`config.mk`:
```
export PLATFORM = sky130hd
export DESIGN_NAME = instruction_fetch
export DESIGN_NICKNAME = d
export VERILOG_FILES = /design/src/rtl/instruction_fetch.sv
export SDC_FILE = /design/constraint.sdc
export NUM_CORES = 1
export LEC_CHECK = 0
export ABC_CLOCK_PERIOD_IN_PS = 21300
export BUFFER_PORTS_ARGS = -buffer_cell sky130_fd_sc_hd__buf_2
export CAP_MARGIN = 20
export CORE_UTILIZATION = 26
export DETAILED_ROUTE_END_ITERATION = 8
export SYNTH_ARGS = -nofsm -noshare
export SYNTH_HDL_FRONTEND = slang
export SYNTH_SLANG_ARGS = --single-unit
```
`constraint.sdc`:
```
create_clock -name clk -period 21.3 [get_ports clk]
set_input_delay 1.065 -clock clk [delete_from_list [all_inputs] [get_ports clk]]
set_output_delay 1.065 -clock clk [all_outputs]
set_load 0.03 [all_outputs]
```
`src/rtl/instruction_fetch.sv`:
```
// instruction_fetch: fetches instruction words into a 2-entry {pc, instruction} FIFO.
// It also handles redirects, a sticky halt and decoder backpressure.
module instruction_fetch #(
    parameter logic [31:0] RESET_PC = 32'h0000_0000
) (
    input  logic        clk,
    input  logic        rst,
    output logic        imem_req,
    output logic [31:0] imem_addr,
    input  logic        imem_ready,
    input  logic [31:0] imem_rdata,
    output logic        instr_valid,
    input  logic        instr_ready,
    output logic [31:0] instruction,
    output logic [31:0] instr_pc,
    input  logic        redirect,
    input  logic [31:0] redirect_pc,
    input  logic        halt,
    output logic        halted
);
    localparam logic [0:0] RUN    = 1'b0;
    localparam logic [0:0] HALTED = 1'b1;

    logic [0:0]  state;
    logic [31:0] fetch_pc;
    logic [1:0]  count;
    logic [31:0] pc0, pc1, ins0, ins1;
    logic        push, pop;

    assign halted      = !rst && state == HALTED;
    assign imem_req    = !rst && state == RUN && !redirect && count < 2'd2;
    assign imem_addr   = fetch_pc;
    assign instr_valid = !rst && state == RUN && count != 2'd0;
    assign instruction = instr_valid ? ins0 : 32'd0;
    assign instr_pc    = instr_valid ? pc0 : 32'd0;
    assign push        = imem_req && imem_ready;
    assign pop         = instr_valid && instr_ready;

    // Entry 0 is always the head; a pop shifts entry 1 down.
    always_ff @(posedge clk) begin
        if (rst) begin
            state    <= RUN;
            fetch_pc <= RESET_PC & ~32'd3;
            count    <= 2'd0;
        end else if (state == RUN) begin
            if (halt) begin
                state <= HALTED;
                count <= 2'd0;
            end else if (redirect) begin
                count    <= 2'd0;
                fetch_pc <= redirect_pc & ~32'd3;
            end else begin
                if (push)
                    fetch_pc <= fetch_pc + 32'd4;
                if (push && pop) begin
                    pc0  <= fetch_pc;
                    ins0 <= imem_rdata;
                end else if (pop) begin
                    pc0   <= pc1;
                    ins0  <= ins1;
                    count <= count - 2'd1;
                end else if (push) begin
                    if (count == 2'd0) begin
                        pc0  <= fetch_pc;
                        ins0 <= imem_rdata;
                    end else begin
                        pc1  <= fetch_pc;
                        ins1 <= imem_rdata;
                    end
                    count <= count + 2'd1;
                end
            end
        end
    end
endmodule

```
# == Yosys cells after proc, flatten, opt, wreduce, memory -nomap -nowiden ==
# Index checks and enable logic that the tools add are counted.
# totals
register_bits,163
latch_bits,0
mem_bits_rw,0
rom_bits,0
input_bits,70
n_memories,0
# classes
add_sub_neg,3
mul,0
n_div,0
n_lt_le_gt_ge,1
eq_ne,1
shift,0
n_mux,19
bitwise,7
reduce_logical,20
# op_table
cell,n
$mux W32,12
$add A32 B3 Y32 const B,1
$mux W2,5
$logic_and A1 B1 Y1,8
$reduce_and A8 Y1,1
$not A1 Y1,7
$reduce_and A3 Y1,2
$reduce_and A6 Y1,1
$reduce_bool A3 Y1,2
$reduce_bool A2 Y1,2
$reduce_bool A4 Y1,1
$ne A3 B3 Y1 const B,1
$add A2 B1 Y2 const B,1
$logic_not A1 Y1,2
$logic_not A2 Y1,1
$lt A2 B2 Y1 const B,1
$mux W1,2
$sub A2 B1 Y2 const B,1

# == Longest topological paths before layout ==
# logic_depth
word_depth,10
ltp_mapped,8

# == Least setup slack after synthesis ==
# Ideal clock, no wire load.
# synth_path
kind,input -> register
startpoint,input port redirect
endpoint,register ins1[0] (enable)
t_arrival_ps,8369
required_time_ps,20644
setup_slack_ps,12276
cell_stages,4
path_buffers,1
cell_sequence,buf_2 -> nor4_4 -> nand2_1 -> nor4b_1
# synth_via
elab_chain_cells,7
elab_cells_between_ends,8
# synth_rtl
item,line,text
start: declaration,16,"input logic redirect,"
$logic_not A1 Y1 (*),31,assign imem_req = !rst && state == RUN && !redirect && count < 2'd2;
$logic_and A1 B1 Y1 (*) (2 in series),31,
named net imem_req,8,"output logic imem_req,"
$logic_and A1 B1 Y1 (*),36,assign push = imem_req && imem_ready;
$logic_and A1 B1 Y1,55,if (push && pop) begin
$not A1 Y1 (no source line),--,
$reduce_and A8 Y1 (no source line) (*),--,
end signal: assignment,68,ins1 <= imem_rdata;
end: declaration,27,"logic [31:0] pc0, pc1, ins0, ins1;"
# Mark *: on every way through the listed nets, which the timed path passes. The rest lies on a longest branch.
# A chain may end at the register's enable or synchronous reset.

# == Final worst setup path ==
# layout_path
startpoint,input port rst
endpoint,output port instr_pc[6]
# layout_via
elab_chain_cells,4
# layout_rtl
item,line,text
start: declaration,7,"input logic rst,"
$logic_not A1 Y1,33,assign instr_valid = !rst && state == RUN && count != 2'd0;
$logic_and A1 B1 Y1 (2 in series),33,
$mux W32,35,assign instr_pc = instr_valid ? pc0 : 32'd0;
end: declaration,15,"output logic [31:0] instr_pc,"
# Every way passes these cells.

==> out/results.ini <==
[run_status]
status=completed

[floorplanning]
start_util_pct=26.8
dieWidth_um=170
design.die.area_um2=28700
fp-row-count=60
fp.dieH_um=170
io_pins=169
core-area_um2=27300

[route]
vias=5096
postRouteAntennaNets=0
drtIter0Drc=414
wirelength_mm=18.7
vias_per_cell=4.57
first_pass_iters=5
remaining_drc_errors=0
avgRoutedWirePerCell_um=16.8

[power_and_ir_drop]
power_frac_comb_pct=8.4
clock_power_share_pct=42.8
seqPwrFrac_pct=48.8
peakVddDrop_v=0.0000528
power.internal_uw=523
leakagePower_uw=0.00343
power_density_nw_per_um2=78.2
sw_frac_of_total_pct=25.5
power_switching_uw=179

[logic_synthesis]
synthCells=582
ys_warn_count=0
synthFlopType=edfxtp_1
synth.distinct_cells=58
synth_area_um2=7290
ys_seq_area_share_pct=60.1
synth_area_per_cell_um2=12.5
synth-seq-cells=157
synth.top_cells.by_area=edfxtp_1 51%, dfxtp_1 9.1%, mux2_4 5.8%
synth_top_cell_area_share_pct=51.0
synth_top_cell_by_area=edfxtp_1
synth_edf_count=124
async_reset_ff_share_pct=0

[sta]
max_freq_mhz=266
relSlewSlack_pct=30.9
worst_slew_pin_slew_ns=1.04
setup_tns_ns=0
hold_viol=0
setup_viol=0
slew_violations=0
clock_skew_ns=0.0115
grt_setup_unrepaired=no
min_period_over_period_pct=17.7
whs_ns=0.538
min_period_ns=3.77

[setup_path]
worstPathRequired_ns=20.24
startpoint=rst
path_cells=buf_2 > nor3_4 > buf_4 > and2_1 > buf_2
critPathMaxStageDelay_ns=0.50
critPathMaxFanout=66
cp_slowest_cell=buf_4
ff2ff_path_depth=6
start_kind=input pin
r2r-end=count[0]
critPathKind=in -> out
rr_startpoint=count[1]
cp_top_family=buffers and inverters
crit_end=instr_pc[6]
worstSetupEndpointType=output port
cp_common_cell=buf_2
critPathBufInv=3
crit_cells=5
r2r_setup_slack_ns=18.15
arrival_ns=2.70

[cts]
clock_sinks=157
cts_hold_buffers=0
cts_resized=0
path_clk_slew_ns=0.07
clockBufferDepth=2
htree_levels=4
root_buffer=clkbuf_16
cts_buffers=17
tritoncts=done
postCtsSetupRepairBufs=0
clk_latency_ns=0.42

[global_route]
grt_pass1_wl_mm=28.2
grt-ovfl-total=0
grt_pass1_vias=4729
antenna_found_initial=1
track_usage_pct=13.0
grt_start_max_net_pins=67

[place]
place_hpwl_mm=12.7
placed_cell_area_um2=8410
io_buffers=162
place_congestion=0.789

[worst_hold_path]
hold_path_class=reg -> reg

[finish]
layout-drive-gt1-share_pct=36.5
diodes=0
area_growth_pct=23.1
nNetsFinal=800
fin_area_um2=8980

[job]
maxCapViolCount=0

-- stage by stage --
stage	utilization (%)	total power [µW]	cells	worst slack, ns
2_1_floorplan	-	388	585	12.28
3_3_place_gp	30.9	408	1082	17.13
3_5_place_dp	30.9	409	1082	17.14
4_1_cts	33.0	713	1114	17.48
5_1_grt	33.0	729	1114	17.35
6_report	33.0	702	1114	17.53
-- Yosys cell counts (3+ instances only) --
| master | instances |
|---|---|
| nand3_1 | 18 |
| o31ai_1 | 4 |
| buf_6 | 5 |
| edfxtp_1 | 124 |
| or4_1 | 3 |
| nor3_1 | 13 |
| o21ai_0 | 20 |
| and2_1 | 63 |
| nand4_1 | 14 |
| o22ai_1 | 4 |
| o211ai_1 | 4 |
| buf_4 | 9 |
| nor3b_1 | 3 |
| a31oi_1 | 4 |
| dfxtp_1 | 33 |
| inv_1 | 4 |
| nand2_1 | 43 |
| or3_1 | 5 |
| mux2_4 | 28 |
| clkbuf_1 | 16 |
| a211oi_1 | 5 |
| nor2_1 | 35 |
| a22oi_1 | 8 |
| and3_1 | 10 |
| a22o_1 | 6 |
| buf_2 | 9 |
| mux2_2 | 34 |
| a21oi_1 | 19 |
-- per-layer routing --
metal,up-vias,GRT usage [%],wire length (µm)
li1,2465,-,-
met1,2442,17.5,8700
met2,176,21.1,8860
met3,11,3.10,989
met4,2,3.09,116
met5,-,0,17
-- placed cells by master (no fill, tap or decap), types with 5 or more instances in the layout --
cell type	count
o21ai_0	20
clkbuf_16	17
mux2_4	28
nand4_1	14
inv_6	10
and2_1	63
nor3_1	13
nand3_1	17
edfxtp_1	124
a22oi_1	8
nor2_1	35
buf_4	5
a21oi_1	18
dfxtp_1	33
a22o_1	6
mux2_2	34
nand2_1	43
or3_1	5
a211oi_1	5
and3_1	9
buf_2	162
-- worst reg2reg max path: stages, from the launching register on --
cell	delay, ns
dfxtp_1	0.56
nor2_1	0.20
nor3_4	0.13
buf_4	0.50
nand3_2	0.81
a31oi_1	0.48
mux2_2	0.36
-- registers in the layout (all words and copies together) (netlist names) --
register,flops
ins0,32
ins1,32
imem_addr,30
pc0,30
pc1,30
count,2
state,1
-- layout make-up --
class	instances	area, µm²
Inverter	4	15.0
Sequential cell	157	4380
Timing Repair Buffer	167	848
Tap cell	372	465
Clock buffer	17	425
Multi-Input combinational cell	382	2700
Fill cell	2735	18300
Clock inverter	15	148
-- kinds of logic (layout without fill, tap and decap cells) --
family / count (synthesis) / after routing / synth area share, %
AO/OA/AOI/OAI: 93 / 93 / 8.47
adder cells (fa/ha/maj): 1 / 1 / 0.171
buffers and inverters: 46 / 203 / 3.52
flip-flops: 157 / 157 / 60.1
multiplexers: 64 / 64 / 11.3
other: 1 / 4 / 0.0514
AND/OR/NAND/NOR: 220 / 220 / 16.4
-- how the worst min path moves through the flow --
stage	from	to	cells past startpoint
after floorplan	pc1[23]	pc0[23]	2
after global placement	pc1[23]	pc0[23]	2
after detailed placement	pc1[23]	pc0[23]	2
after CTS	imem_addr[23]	imem_addr[23]	2
after global routing	pc1[30]	pc0[30]	1
final	imem_addr[23]	imem_addr[23]	2
-- power by group through the flow --
stage | combinational, µW | clock [µW] | sequential [µW]
after global placement | 59.0 | 0 | 349
final | 58.8 | 301 | 343
after CTS | 59.8 | 310 | 343
after floorplan | 35.3 | 0 | 352
after detailed placement | 59.5 | 0 | 350
after global routing | 64.0 | 321 | 344
(Power assumes the default switching activity.)
